--- src/rtl/flatten_node_list_pkg.sv ---
// Shared constants for the node-list flattening stage: RAM word field
// positions, descriptor layout and the controller state encoding.
package flatten_node_list_pkg;

  // nodeHeads word: [63] valid, [4:0] head link index
  localparam int VALID_BIT     = 63;
  // nodeToElement word: [63] has_next, [36:32] element, [4:0] next link
  localparam int HAS_NEXT_BIT  = 63;
  localparam int ELEM_LSB      = 32;
  localparam int PTR_LSB       = 0;

  localparam int OFS_START_LSB = 0;
  localparam int OFS_START_W   = 6;
  localparam int OFS_COUNT_LSB = 16;
  localparam int OFS_COUNT_W   = 6;
  localparam int OFS_OVF_BIT   = 31;

  typedef enum logic [3:0] {
    S_IDLE   = 4'd0,
    S_H_ADDR = 4'd1,
    S_H_WAIT = 4'd2,
    S_H_EVAL = 4'd3,
    S_L_ADDR = 4'd4,
    S_L_WAIT = 4'd5,
    S_L_EVAL = 4'd6,
    S_OFS_WR = 4'd7,
    S_DONE   = 4'd8
  } state_t;

  function automatic logic [31:0] pack_offset(
    input logic [OFS_START_W-1:0] start,
    input logic [OFS_COUNT_W-1:0] count,
    input logic                   ovf
  );
    logic [31:0] w;
    w = '0;
    w[OFS_START_LSB +: OFS_START_W] = start;
    w[OFS_COUNT_LSB +: OFS_COUNT_W] = count;
    w[OFS_OVF_BIT]                  = ovf;
    return w;
  endfunction

endpackage

--- src/rtl/flatten_node_list_controller.sv ---
// Sequencing FSM for the flattening walk: head fetch, link chase,
// descriptor write, with loop-guard and capacity exits.
module flatten_node_list_controller
  import flatten_node_list_pkg::*;
(
  input  logic   clk,
  input  logic   i_program_reset,
  input  logic   i_start_process,
  input  logic   i_start_rise,
  input  logic   i_num_nodes_zero,
  input  logic   i_head_valid,
  input  logic   i_has_next,
  input  logic   i_guard_hit,
  input  logic   i_cap_hit,
  input  logic   i_last_node,
  input  logic   i_cap_abort,
  output state_t o_cs,
  output state_t o_ns,
  output logic   o_adj_wren,
  output logic   o_ofs_wren
);

  state_t r_cs;
  state_t w_ns;

  // NOTE: sequential state uses non-blocking assignments so every register
  // samples pre-edge values and simulation matches the synthesized flops.
  always_ff @(posedge clk) begin
    if (i_program_reset) r_cs <= S_IDLE;
    else                 r_cs <= w_ns;
  end

  // NOTE: every output gets a default before the case so no path leaves a
  // variable unassigned, which would otherwise infer a latch.
  always_comb begin
    w_ns       = r_cs;
    o_adj_wren = 1'b0;
    o_ofs_wren = 1'b0;
    case (r_cs)
      S_IDLE: begin
        if (i_start_rise) w_ns = i_num_nodes_zero ? S_DONE : S_H_ADDR;
      end
      S_H_ADDR: w_ns = S_H_WAIT;
      S_H_WAIT: w_ns = S_H_EVAL;
      S_H_EVAL: w_ns = i_head_valid ? S_L_ADDR : S_OFS_WR;
      S_L_ADDR: w_ns = S_L_WAIT;
      S_L_WAIT: w_ns = S_L_EVAL;
      S_L_EVAL: begin
        if (i_cap_hit) begin
          w_ns = S_OFS_WR;
        end else begin
          o_adj_wren = 1'b1;
          w_ns = (i_has_next && !i_guard_hit) ? S_L_ADDR : S_OFS_WR;
        end
      end
      S_OFS_WR: begin
        o_ofs_wren = 1'b1;
        w_ns = (i_cap_abort || i_last_node) ? S_DONE : S_H_ADDR;
      end
      S_DONE: begin
        if (!i_start_process) w_ns = S_IDLE;
      end
      default: w_ns = S_IDLE;
    endcase
  end

  assign o_cs = r_cs;
  assign o_ns = w_ns;

endmodule

--- src/rtl/flatten_node_list_datapath.sv ---
// Counters, RAM field extraction and write-port drive for the flattening
// walk; all register updates are keyed off the controller's current state.
module flatten_node_list_datapath
  import flatten_node_list_pkg::*;
#(
  parameter int ADJ_AW  = 6,
  parameter int NODE_AW = 5
) (
  input  logic               clk,
  input  logic               i_program_reset,
  input  logic               i_start_process,
  input  logic [NODE_AW-1:0] i_num_nodes,
  input  logic [NODE_AW-1:0] i_num_elements,
  input  logic [63:0]        i_heads_out,
  input  logic [63:0]        i_links_out,
  input  state_t             i_cs,
  input  logic               i_adj_wren,
  input  logic               i_ofs_wren,
  output logic               o_start_rise,
  output logic               o_num_nodes_zero,
  output logic               o_head_valid,
  output logic               o_has_next,
  output logic               o_guard_hit,
  output logic               o_cap_hit,
  output logic               o_last_node,
  output logic               o_cap_abort,
  output logic [NODE_AW-1:0] o_heads_addr,
  output logic [NODE_AW-1:0] o_links_addr,
  output logic [NODE_AW-1:0] o_ofs_addr,
  output logic [ADJ_AW-1:0]  o_adj_addr,
  output logic [31:0]        o_adj_data,
  output logic [31:0]        o_ofs_data,
  output logic [ADJ_AW:0]    o_total_adj,
  output logic               o_flatten_error,
  output logic               o_end_process
);

  logic               r_start_d;
  logic [NODE_AW-1:0] r_node;
  logic [NODE_AW-1:0] r_link;
  logic [NODE_AW-1:0] r_num_nodes;
  logic [NODE_AW-1:0] r_num_elems;
  logic [ADJ_AW:0]    r_wr_ptr;
  logic [ADJ_AW:0]    r_total;
  logic [ADJ_AW:0]    r_count;
  logic [ADJ_AW-1:0]  r_start_ofs;
  logic               r_ovf;
  logic               r_error;
  logic               r_cap_abort;
  logic               r_end;

  logic               w_head_valid;
  logic [NODE_AW-1:0] w_head_ptr;
  logic               w_has_next;
  logic [NODE_AW-1:0] w_elem;
  logic [NODE_AW-1:0] w_next;
  logic [ADJ_AW:0]    w_count_inc;
  logic [ADJ_AW:0]    w_guard;
  logic               w_guard_hit;
  logic               w_cap_hit;
  logic               w_unused;

  assign w_head_valid = i_heads_out[VALID_BIT];
  assign w_head_ptr   = i_heads_out[PTR_LSB +: NODE_AW];
  assign w_has_next   = i_links_out[HAS_NEXT_BIT];
  assign w_elem       = i_links_out[ELEM_LSB +: NODE_AW];
  assign w_next       = i_links_out[PTR_LSB +: NODE_AW];
  assign w_unused     = ^{i_heads_out[VALID_BIT-1:PTR_LSB+NODE_AW],
                          i_links_out[HAS_NEXT_BIT-1:ELEM_LSB+NODE_AW],
                          i_links_out[ELEM_LSB-1:PTR_LSB+NODE_AW]};

  // A list longer than twice the element count can only be a cycle.
  assign w_count_inc = r_count + (ADJ_AW+1)'(1);
  assign w_guard     = (ADJ_AW+1)'({r_num_elems, 1'b0});
  assign w_guard_hit = (w_count_inc >= w_guard);
  assign w_cap_hit   = r_wr_ptr[ADJ_AW];

  always_ff @(posedge clk) begin
    if (i_program_reset) begin
      r_start_d   <= 1'b0;
      r_node      <= '0;
      r_link      <= '0;
      r_num_nodes <= '0;
      r_num_elems <= '0;
      r_wr_ptr    <= '0;
      r_total     <= '0;
      r_count     <= '0;
      r_start_ofs <= '0;
      r_ovf       <= 1'b0;
      r_error     <= 1'b0;
      r_cap_abort <= 1'b0;
      r_end       <= 1'b0;
    end else begin
      r_start_d <= i_start_process;
      r_end     <= (i_cs == S_DONE) && i_start_process;
      case (i_cs)
        S_IDLE: begin
          if (o_start_rise) begin
            r_node      <= '0;
            r_link      <= '0;
            r_wr_ptr    <= '0;
            r_total     <= '0;
            r_count     <= '0;
            r_start_ofs <= '0;
            r_ovf       <= 1'b0;
            r_cap_abort <= 1'b0;
            r_num_nodes <= i_num_nodes;
            r_num_elems <= i_num_elements;
          end
        end
        S_H_EVAL: begin
          r_start_ofs <= r_wr_ptr[ADJ_AW-1:0];
          r_count     <= '0;
          if (w_head_valid) r_link <= w_head_ptr;
        end
        S_L_EVAL: begin
          if (w_cap_hit) begin
            r_ovf       <= 1'b1;
            r_error     <= 1'b1;
            r_cap_abort <= 1'b1;
          end else begin
            r_wr_ptr <= r_wr_ptr + (ADJ_AW+1)'(1);
            r_total  <= r_wr_ptr + (ADJ_AW+1)'(1);
            r_count  <= w_count_inc;
            if (w_has_next) begin
              if (w_guard_hit) begin
                r_ovf   <= 1'b1;
                r_error <= 1'b1;
              end else begin
                r_link <= w_next;
              end
            end
          end
        end
        S_OFS_WR: begin
          r_node <= r_node + NODE_AW'(1);
          r_ovf  <= 1'b0;
        end
        default: ;
      endcase
    end
  end

  assign o_start_rise     = i_start_process & ~r_start_d;
  assign o_num_nodes_zero = (i_num_nodes == '0);
  assign o_head_valid     = w_head_valid;
  assign o_has_next       = w_has_next;
  assign o_guard_hit      = w_guard_hit;
  assign o_cap_hit        = w_cap_hit;
  assign o_last_node      = (r_node == r_num_nodes - NODE_AW'(1));
  assign o_cap_abort      = r_cap_abort;

  assign o_heads_addr = r_node;
  assign o_links_addr = r_link;
  assign o_ofs_addr   = r_node;
  assign o_adj_addr   = r_wr_ptr[ADJ_AW-1:0];
  assign o_adj_data   = i_adj_wren ? 32'(w_elem) : '0;
  assign o_ofs_data   = i_ofs_wren ?
                        pack_offset(OFS_START_W'(r_start_ofs), OFS_COUNT_W'(r_count), r_ovf) : '0;

  assign o_total_adj     = r_total;
  assign o_flatten_error = r_error;
  assign o_end_process   = r_end;

endmodule

--- src/rtl/flatten_node_list.sv ---
// Stage 4 top: flattens per-node linked lists into a contiguous adjacency
// RAM plus one {start, count} descriptor per node.
module flatten_node_list
  import flatten_node_list_pkg::*;
#(
  parameter int ADJ_AW  = 6,
  parameter int NODE_AW = 5
) (
  input  logic               clk,
  input  logic               program_reset,
  input  logic               start_process,
  output logic               end_process,
  input  logic [NODE_AW-1:0] numNodes,
  input  logic [NODE_AW-1:0] numElements,
  output logic [NODE_AW-1:0] nodeHeads_addr,
  output logic               nodeHeads_wren,
  input  logic [63:0]        nodeHeads_out,
  output logic [NODE_AW-1:0] nodeToElement_addr,
  output logic               nodeToElement_wren,
  input  logic [63:0]        nodeToElement_out,
  output logic [ADJ_AW-1:0]  adj_addr,
  output logic [31:0]        adj_data,
  output logic               adj_wren,
  output logic [NODE_AW-1:0] nodeOffset_addr,
  output logic [31:0]        nodeOffset_data,
  output logic               nodeOffset_wren,
  output logic [ADJ_AW:0]    totalAdj,
  output logic               flatten_error,
  output logic [3:0]         cs,
  output logic [3:0]         ns
);

  state_t w_cs;
  state_t w_ns;
  logic   w_start_rise;
  logic   w_num_nodes_zero;
  logic   w_head_valid;
  logic   w_has_next;
  logic   w_guard_hit;
  logic   w_cap_hit;
  logic   w_last_node;
  logic   w_cap_abort;
  logic   w_adj_wren;
  logic   w_ofs_wren;

  flatten_node_list_controller u_ctrl (
    .clk              (clk),
    .i_program_reset  (program_reset),
    .i_start_process  (start_process),
    .i_start_rise     (w_start_rise),
    .i_num_nodes_zero (w_num_nodes_zero),
    .i_head_valid     (w_head_valid),
    .i_has_next       (w_has_next),
    .i_guard_hit      (w_guard_hit),
    .i_cap_hit        (w_cap_hit),
    .i_last_node      (w_last_node),
    .i_cap_abort      (w_cap_abort),
    .o_cs             (w_cs),
    .o_ns             (w_ns),
    .o_adj_wren       (w_adj_wren),
    .o_ofs_wren       (w_ofs_wren)
  );

  flatten_node_list_datapath #(
    .ADJ_AW  (ADJ_AW),
    .NODE_AW (NODE_AW)
  ) u_dp (
    .clk              (clk),
    .i_program_reset  (program_reset),
    .i_start_process  (start_process),
    .i_num_nodes      (numNodes),
    .i_num_elements   (numElements),
    .i_heads_out      (nodeHeads_out),
    .i_links_out      (nodeToElement_out),
    .i_cs             (w_cs),
    .i_adj_wren       (w_adj_wren),
    .i_ofs_wren       (w_ofs_wren),
    .o_start_rise     (w_start_rise),
    .o_num_nodes_zero (w_num_nodes_zero),
    .o_head_valid     (w_head_valid),
    .o_has_next       (w_has_next),
    .o_guard_hit      (w_guard_hit),
    .o_cap_hit        (w_cap_hit),
    .o_last_node      (w_last_node),
    .o_cap_abort      (w_cap_abort),
    .o_heads_addr     (nodeHeads_addr),
    .o_links_addr     (nodeToElement_addr),
    .o_ofs_addr       (nodeOffset_addr),
    .o_adj_addr       (adj_addr),
    .o_adj_data       (adj_data),
    .o_ofs_data       (nodeOffset_data),
    .o_total_adj      (totalAdj),
    .o_flatten_error  (flatten_error),
    .o_end_process    (end_process)
  );

  assign nodeHeads_wren     = 1'b0;
  assign nodeToElement_wren = 1'b0;
  assign adj_wren           = w_adj_wren;
  assign nodeOffset_wren    = w_ofs_wren;
  assign cs                 = w_cs;
  assign ns                 = w_ns;

endmodule

--- config.mk ---
export PLATFORM = sky130hd
export DESIGN_NAME = flatten_node_list
export DESIGN_NICKNAME = d
export VERILOG_FILES = /design/src/rtl/flatten_node_list_pkg.sv /design/src/rtl/flatten_node_list_controller.sv /design/src/rtl/flatten_node_list_datapath.sv /design/src/rtl/flatten_node_list.sv
export SDC_FILE = /design/constraint.sdc
export NUM_CORES = 1
export LEC_CHECK = 0
export CAP_MARGIN = 30
export CORE_ASPECT_RATIO = 2
export CORE_UTILIZATION = 30
export DETAILED_ROUTE_END_ITERATION = 10
export PLACE_DENSITY = 0.73
export SYNTH_ARGS = -nofsm -noshare
export SYNTH_HDL_FRONTEND = slang
export SYNTH_SLANG_ARGS = --single-unit
--- constraint.sdc ---
create_clock -name clk -period 7.87 [get_ports clk]
set_clock_uncertainty 0.1 [all_clocks]
set_input_delay 2.361 -clock clk [delete_from_list [all_inputs] [get_ports clk]]
set_output_delay 2.361 -clock clk [all_outputs]
set_load 0.005 [all_outputs]
==> impl_metrics.py <==
metrics = {
    "status": {
        "status": "finished clean",
    },
    "floorplan": {
        "fp.coreArea_um2": 10600,
        "die-area_um2": 11400,
        "die-width_um": 76,
        "initial_utilization_pct": 31.0,
        "io_pins": 247,
        "rows": 53,
        "die_h_um": 150,
    },
    "final_layout": {
        "layout.nets": 644,
        "nFillCells": 1104,
        "syn2layout_area_growth_pct": 27.3,
        "diodes": 0,
        "drive_above_1_share_pct": 4.45,
    },
    "setup_path": {
        "path_delay_family": "buffers and inverters",
        "cp_cell_sequence": "clkdlybuf4s50_1 > inv_1 > o41a_1 > nor2_1 > nand3_1 > clkdlybuf4s50_1",
        "worst_setup_path_end_kind": "primary output",
        "critPathLaunchType": "input pin",
        "critPathKind": "in2out",
        "crit_buf_inv": 3,
        "worstPathMaxFanout": 11,
        "required_ps": 5410,
        "cp_common_cell": "clkdlybuf4s50_1",
        "worst-endpoint-arrival_ps": 4340,
        "critPathSlowestCell": "o41a_1",
        "cpPeakStageDelay_ps": 560,
    },
    "logic_synthesis": {
        "yosys_warnings": 0,
        "synth_top_family_by_area": "simple AND/OR/NAND/NOR gates",
        "synthAdderAreaFrac_pct": 3.81,
        "synth_compound_area_share_pct": 15.9,
        "muxShareOfSynthArea_pct": 0.343,
        "synth-xor-area-share_pct": 4.00,
        "synthFlopType": "dfxtp_1",
        "synth_area_um2": 3290,
        "synthDistinctLibCells": 47,
        "synth_edf_count": 0,
        "async_flop_share_pct": 0,
        "synth_cells": 424,
        "ys_seq_elements": 56,
        "ys_seq_area_share_pct": 34.1,
        "syn_area_per_cell_um2": 7.75,
        "yosys.area_share.simple_pct": 24.4,
    },
    "timing": {
        "final.setup.worst_slack_ps": 1070,
        "grt_setup_unrepaired": "no",
        "relSlewSlack_pct": 46.3,
        "timing_hold_violations_final": 0,
        "max_clock_freq_mhz": 147,
        "setup_viol": 0,
        "drv_slew": 0,
        "period_share_pct": 86.4,
        "setup-tns-final_ps": 0,
        "layout_min_cycle_time_ps": 6800,
        "fin_hold_ws_ps": 358,
        "tightest_slew_ps": 802,
    },
    "placed_design": {
        "place_ws_ps": 1060,
        "hpwl_um": 6430,
        "port-buffer-count": 87,
        "place_congestion": 0.809,
    },
    "detailed_routing": {
        "drt_iter0_markers": 191,
        "drc": 0,
        "dr_total_vias": 3009,
        "viasPerCell": 4.77,
        "antenna_left": 0,
        "routed_wl_um": 8480,
        "wl_per_cell_um": 13.4,
        "drt_pass1_iterations": 6,
    },
    "job": {
        "max_cap_violations": 0,
    },
    "clock_network": {
        "cts_inserted_buffers": 5,
        "cts.clk_slew.worst_paths_ps": 70,
        "cts_hold_buf": 0,
        "cts_buffer_depth": 2,
        "cts_setup_buffers": 0,
        "cts_root_buf": "clkbuf_16",
        "htree_levels": 2,
        "cts_tree": "done",
        "cts_resized": 0,
        "cts.sinks": 56,
        "clock_latency_ps": 300,
    },
    "global_route": {
        "grt_pass1_wl_um": 13900,
        "grt_overflow_total": 0,
        "grt_antenna_before_repair": 0,
        "gr-usage-all-layers_pct": 15.2,
        "grt_pass1_vias": 2858,
        "grt_max_degree": 56,
    },
    "power": {
        "total_power_uw": 653,
        "p_leak_nw": 1.60,
        "powerDensity_nw_per_um2": 156,
        "vdd_ir_drop_max_v": 0.0000739,
    },
    "hold_path": {
        "hold_path_class": "reg2reg",
    },
}
## cell families (layout without fill, tap and decap cells)
kind of cell | after synthesis | in the layout
mux | 1 | 1
fa+ha+maj | 10 | 10
simple gates | 162 | 162
buf+inv | 90 | 113
other cells | 1 | 48
flops | 56 | 56
compound gates | 89 | 89
xor+xnor | 15 | 15
## sequential cells by signal, summed over array words and instances (netlist names), 4 cells and up
| name | cells |
|---|---|
| u_ctrl.o_cs | 4 |
| u_dp.o_heads_addr | 5 |
| u_dp.o_links_addr | 5 |
| u_dp.o_total_adj | 7 |
| u_dp.r_count | 7 |
| u_dp.r_num_elems | 5 |
| u_dp.r_num_nodes | 5 |
| u_dp.r_start_ofs | 6 |
| u_dp.r_wr_ptr | 7 |
## layout make-up
class                           instances  area (um2)  area share, %
Clock buffer                            6         139           3.32
Clock inverter                          2        15.0          0.359
Sequential cell                        56        1120           26.8
Tap cell                              137         171           4.10
Multi-Input combinational cell        325        1780           42.5
Inverter                               15        56.3           1.35
Timing Repair Buffer                   90         901           21.5
## power by group
| group | internal (mW) | total [mW] | switching, mW |
|---|---|---|---|
| Sequential | 0.292 | 0.305 | 0.0129 |
| Clock | 0.127 | 0.230 | 0.103 |
| Combinational | 0.0530 | 0.118 | 0.0652 |
## Yosys cell counts (2+ instances only)
cell type   n  share of area (%)
a211oi_1    3               0.69
a21oi_1    42                6.4
a22oi_1    12                2.7
a311oi_1    2               0.53
a31oi_1     2               0.38
and2_1     12                2.3
and3_1     11                2.1
buf_1       2               0.23
buf_4      53                 12
buf_6       3                1.0
clkbuf_1   15                1.7
dfxtp_1    56                 34
ha_1       10                3.8
inv_1      15                1.7
nand2_1    49                5.6
nand2b_1    3               0.57
nand3_1    17                2.6
nand3b_1    3               0.69
nor2_1     39                4.5
nor2b_1     4               0.76
nor3_1      5               0.76
o21a_1      4               0.91
o21ai_0    18                2.7
or3_1       8                1.5
xnor2_1     6                1.6
xor2_1      9                2.4
## routing by layer
| metal | global-route usage, % | vias up | share of wire (%) |
|---|---|---|---|
| met5 | 0 | - | 0 |
| met4 | 7.69 | 0 | 3.2 |
| met3 | 2.50 | 18 | 5.5 |
| met2 | 28.6 | 141 | 53 |
| met1 | 16.3 | 1387 | 39 |
| li1 | - | 1463 | - |
## metrics by stage
stage / utilization [%] / cells / cell area [um2]
floorplan: - / 471 / 3460
global placement: 37.7 / 621 / 4000
detailed placement: 37.8 / 622 / 4010
CTS: 39.2 / 630 / 4160
global route: 39.4 / 631 / 4180
finish: 39.4 / 631 / 4180
## path summary, 6_finish.rpt
check | startpoint | end | slack [ps] | depth (start not counted)
setup / recovery | nodeToElement_out[63] | ns[0] | 1070 | 6
hold / removal | u_dp.o_total_adj[5] | u_dp.o_total_adj[5] | 360 | 2
setup reg to reg | u_ctrl.o_cs[3] | u_dp.r_wr_ptr[3] | 4780 | 7
hold reg to reg | u_dp.o_total_adj[5] | u_dp.o_total_adj[5] | 360 | 2
## layout by cell type, fill, tap and decap left out, types with 2 or more instances in the layout
master / count
nand3b_1: 3
inv_1: 15
a31oi_1: 2
nor2_1: 39
a311oi_1: 2
a22oi_1: 12
a211oi_1: 3
a21oi_1: 42
nand2_1: 49
nor2b_1: 4
clkinvlp_4: 2
nor3_1: 5
ha_1: 10
dfxtp_1: 56
and3_1: 11
conb_1: 48
buf_4: 2
clkdlybuf4s50_1: 86
xor2_1: 9
nand2b_1: 3
o21a_1: 4
xnor2_1: 6
and2_1: 12
clkbuf_16: 5
o21ai_0: 18
nand3_1: 17
or3_1: 8
## worst min-delay path, cell delays in order, from the launching register on
cell	delay [ps]
dfxtp_1	310
nand2_1	50
a21oi_1	50
No activity file was read; power rests on OpenSTA's default activity.
==> edit 1: new RTL, config.mk and constraints unchanged <==
`NODE_AW` is set to 5 in 2 places; all go to 6.
--- a/src/rtl/flatten_node_list_datapath.sv
+++ b/src/rtl/flatten_node_list_datapath.sv
@@ -4,7 +4,7 @@
   import flatten_node_list_pkg::*;
 #(
   parameter int ADJ_AW  = 6,
-  parameter int NODE_AW = 5
+  parameter int NODE_AW = 6
 ) (
   input  logic               clk,
   input  logic               i_program_reset,
--- a/src/rtl/flatten_node_list.sv
+++ b/src/rtl/flatten_node_list.sv
@@ -4,7 +4,7 @@
   import flatten_node_list_pkg::*;
 #(
   parameter int ADJ_AW  = 6,
-  parameter int NODE_AW = 5
+  parameter int NODE_AW = 6
 ) (
   input  logic               clk,
   input  logic               program_reset,
Ports: changed (5 resized); port bits go from 247 to 252. No check against the original RTL was run, so the function may have changed too.
==> edit 1 against the original RTL <==
- final cell count is 7.4% higher
- synthesized cell count grew 6.1%
- sequential cell count increased by 4
- synthesized area is 8.2% higher
- wire length rose by 15%
- power increased by 36%
- setup slack got worse by 0.39 ns
- cell area grew 13%
- first-iteration DRC count shrank 38%
- largest power group is now clock
==> edit 1: results (changes against the original RTL) <==
OUTCOME='complete, no violations'
SYNTH.AVG_CELL_AREA_UM2=7.899  # +1.9%
M1WIRELENGTH_UM=3829  # +17%
CRIT_SLOWEST_CELL='sky130_fd_sc_hd__or4_1'
YS_TYPES=50  # +6.4%
WORST-ENDPOINT-ARRIVAL_NS=4.73  # +0.39 ns
SYNTHADDERAREAFRAC_PCT=3.872  # +0.064 points
WORST-PATH-MAX-FANOUT=4  # -7
REG2REG_SETUP_SLACK_NS=4.92  # +0.14 ns
USE_MET2_PCT=27.55  # -1.0 points
CRITICAL_PATH.ENDPOINT='ns[3]'
MET3WIRELENGTH_UM=591  # +27%
SYN_AREA_MM2=0.003555  # +8.2%
WIRE_PER_INST_UM=14.34  # +6.7%
LAYOUT-DRIVE-GT1-SHARE_PCT=6.530  # +2.1 points
SH_SEQ_AREA_PCT=25.46  # -1.3 points
FIRST_GLOBAL_VIAS=3203  # +12%
RR_STARTPOINT='u_dp.r_count[0]'
SEQUENTIALPOWER_uW=332  # +8.9%
NUMBER_OF_BUFFERS_CREATED_BY_CTS=9  # +4
PLACE_AREA_MM2=0.004413  # +10%
PLACE.DETAILED.INSTANCES=662  # +6.4%
WORST_HOLD_PATH.ENDPOINT='u_dp.r_num_elems[5]'
NONCLKBUFAREAFRAC_PCT=21.06  # -0.48 points
NONCLOCKINVERTERCOUNT=18  # +3
NMULTIINPUTCOMBCELLS=341  # +4.9%
TOTALWIRELENGTH_UM=9725  # +15%
SYNTH_SEQ_CELLS=60  # +7.1%
PIN_COUNT_OF_THE_BIGGEST_NET_ENTERING_GLOBAL_ROUTING=62  # +11%
SYNTH.TOP_CELLS.BY_AREA='sky130_fd_sc_hd__dfxtp_1 (34%), sky130_fd_sc_hd__buf_4 (11%), sky130_fd_sc_hd__a21oi_1 (6.9%)'
PEAKVDDDROP_mV=0.1315  # +78%
CRITICAL_PATH.TOP_DELAY_FAMILY='simple AND/OR/NAND/NOR gates'
CRITPATHMAXSTAGEDELAY_NS=0.59  # +0.03 ns
XOR_AND_XNOR_FRACTION_OF_THE_MAPPED_NETLIST_AREA_PCT=4.435  # +0.44 points
POWER_SWITCHING_SHARE_PCT=26.35  # -1.4 points
CRIT-REG2REG-CAPTURE='u_dp.o_links_addr[0]'
STATIC-LEAKAGE-POWER_nW=1.828  # +14%
CLOCK_TREE.HTREE_LEVEL_COUNT=3  # +1
NCLKBUFFERS=12  # +6
VIASPERCELL=4.981  # +4.5%
CLOCK_DISTRIBUTION_AREA_OVERHEAD_IN_THE_FINAL_LAYOUT_PCT=6.446  # +2.8 points
SYNTH_COMPOUND_AREA_SHARE_PCT=18.83  # +2.9 points
PORT_BUFFERS=96  # +10%
NUM-NETS-FINAL=685  # +6.4%
SIGNAL_BUFFERS=101  # +12%
GROUTE.LAYER.MET3.USAGE_PCT=4.152  # +1.7 points
GR-USAGE-MET1_PCT=17.07  # +0.79 points
DRTITER0DRC=118  # -38%
FILLERINSTANCES=1174  # +6.3%
PLACE.DETAILED.HPWL_UM=7229  # +12%
## edit 1: cell count changes in the layout (fill, tap and decap cells not counted), moves of 4 or more
cell | unedited run | this run
sky130_fd_sc_hd__nor2_1 | 39 | 35
sky130_fd_sc_hd__a21oi_1 | 42 | 49
sky130_fd_sc_hd__clkdlybuf4s50_1 | 86 | 95
sky130_fd_sc_hd__nor2b_1 | 4 | 0
sky130_fd_sc_hd__a221oi_2 | 0 | 6
sky130_fd_sc_hd__dfxtp_1 | 56 | 60
sky130_fd_sc_hd__a22oi_1 | 12 | 7
sky130_fd_sc_hd__clkbuf_16 | 5 | 9
## edit 1: through the flow
step	worst slack, ns	hold slack [ns]	total power [mW]
2_1_floorplan	1.837	0.3363	0.4447
3_3_place_gp	0.7478	0.3466	0.4896
3_5_place_dp	0.7199	0.3500	0.4953
4_1_cts	0.7031	0.3579	0.8983
5_1_grt	0.6038	0.3717	0.9268
6_report	0.6768	0.3581	0.8859
==> edit 2: new RTL, config.mk and constraints unchanged <==
Without the edit above. Register the input `nodeToElement_out` before use, without a reset. The logic sees it one clock later. The other inputs are not delayed to match.
--- a/src/rtl/flatten_node_list.sv
+++ b/src/rtl/flatten_node_list.sv
@@ -29,6 +29,12 @@
   output logic [3:0]         cs,
   output logic [3:0]         ns
 );
+
+  logic [63:0] nodeToElement_out_q;
+
+  always_ff @(posedge clk) begin
+      nodeToElement_out_q <= nodeToElement_out;
+  end
 
   state_t w_cs;
   state_t w_ns;
@@ -71,7 +77,7 @@
     .i_num_nodes      (numNodes),
     .i_num_elements   (numElements),
     .i_heads_out      (nodeHeads_out),
-    .i_links_out      (nodeToElement_out),
+    .i_links_out      (nodeToElement_out_q),
     .i_cs             (w_cs),
     .i_adj_wren       (w_adj_wren),
     .i_ofs_wren       (w_ofs_wren),
Formal check against the unedited RTL: not equivalent (a bounded check fails within 10 cycles, from zero or initial values and one cycle with program_reset high).
==> edit 2 against the original RTL <==
- count of clock-buffer cells in the layout up 8
- synthesized area up 7.3%
- wire length up 0.66%
- cell area up 9.5%
- critical path depth unchanged
- sequential cell count up 11
- setup slack better by 0.0019 ns
- power up 39%
- register-to-register slack better by 0.30 ns
- largest cell class unchanged
==> edit 2: results (changes against the original RTL) <==
OUTCOME='complete, no violations'
WIRE_PER_INST_UM=13.23  # -1.5%
GR-USAGE-MET1_PCT=15.16  # -1.1 points
YS_TYPES=51  # +8.5%
CLOCK_TREE.HTREE_LEVEL_COUNT=3  # +1
WL_MET2_UM=4414  # -1.1%
ROUTE.VIAS.TOTAL=3070  # +2.0%
PEAKVDDDROP_mV=0.1315  # +78%
PRECTSSETUPSLACK_NS=1.067  # +0.008480 ns
STATIC-LEAKAGE-POWER_nW=1.774  # +11%
VIASPERCELL=4.760  # -0.19%
PLACE.DETAILED.INSTANCES=628  # +0.96%
XOR_AND_XNOR_FRACTION_OF_THE_MAPPED_NETLIST_AREA_PCT=3.479  # -0.52 points
DRT_FIRST_PASS_ITERS=4  # -2
SIGNAL_BUFFERS=89  # -1.1%
PIN_COUNT_OF_THE_BIGGEST_NET_ENTERING_GLOBAL_ROUTING=57  # +1.8%
FILLERINSTANCES=1136  # +2.9%
NCLKBUFFERS=14  # +8
GLOBALPLACE.CONGESTION=0.7669  # -5.2%
PLACE_AREA_MM2=0.004270  # +6.5%
SEQ_CELL_COUNT=67  # +20%
WORSTMARGINPINSLEW_NS=0.8822  # +0.07984 ns
DRTITER0DRC=127  # -34%
FINAL_CORE_UTIL_PCT=40.33  # +0.91 points
FIRST_GLOBAL_VIAS=2872  # +0.49%
M1WIRELENGTH_UM=3311  # +1.0%
MIN_FROM='u_dp.o_flatten_error'
MULTI_INPUT_GATE_SHARE_OF_THE_LAYOUT_CELL_AREA_PCT=39.78  # -2.8 points
CRITICAL_PATH.TOP_DELAY_FAMILY='simple AND/OR/NAND/NOR gates'
SH_SEQ_AREA_PCT=29.29  # +2.5 points
RR_STARTPOINT='u_dp.r_count[2]'
CLOCK_LATENCY_OF_THE_LATER_CLOCKED_REGISTER_IN_THE_WORST_SKEW_PAIR_NS=0.33  # +0.03 ns
NONCLKBUFAREAFRAC_PCT=19.51  # -2.0 points
SYNTH_TOP_CELLS_BY_COUNT='sky130_fd_sc_hd__dfxtp_1 (67), sky130_fd_sc_hd__buf_4 (53), sky130_fd_sc_hd__nand2_1 (48)'
NUMBER_OF_BUFFERS_CREATED_BY_CTS=9  # +4
SYNTHADDERAREAFRAC_PCT=3.550  # -0.26 points
MET3WIRELENGTH_UM=536  # +16%
SYNTH_SEQ_AREA_SHARE_PCT=38.05  # +3.9 points
GRT_FIRST_PASS_WIRELENGTH_UM=13590  # -2.0%
NMULTIINPUTCOMBCELLS=316  # -2.8%
TRACK_USAGE_PCT=14.43  # -0.82 points
LAYOUT-DRIVE-GT1-SHARE_PCT=6.163  # +1.7 points
SYNTH_COMPOUND_AREA_SHARE_PCT=16.65  # +0.73 points
==> edit 2: cell count changes in the layout (fill, tap and decap cells not counted), moves of 6 or more <==
cell                      unedited run  this run
sky130_fd_sc_hd__dfxtp_1            56        67
sky130_fd_sc_hd__and3_1             11         1
sky130_fd_sc_hd__a22oi_1            12         6
sky130_fd_sc_hd__nor2_1             39        31
sky130_fd_sc_hd__o21ai_0            18        11
==> edit 2: report_power, final <==
group | leakage, nW | switching [mW] | internal [mW]
clock network | 0.141 | 0.137 | 0.254
registers | 0.547 | 0.0137 | 0.356
logic | 1.09 | 0.0780 | 0.0705
==> edit 2: path summary, 6_finish.rpt <==
path                               end  slack (ns)  cells after the start
hold reg to reg   u_dp.o_flatten_error        0.35                      2
setup reg to reg  u_dp.o_links_addr[3]        5.08                     10
setup / recovery                 ns[0]        1.07                      6
hold / removal    u_dp.o_flatten_error        0.35                      2
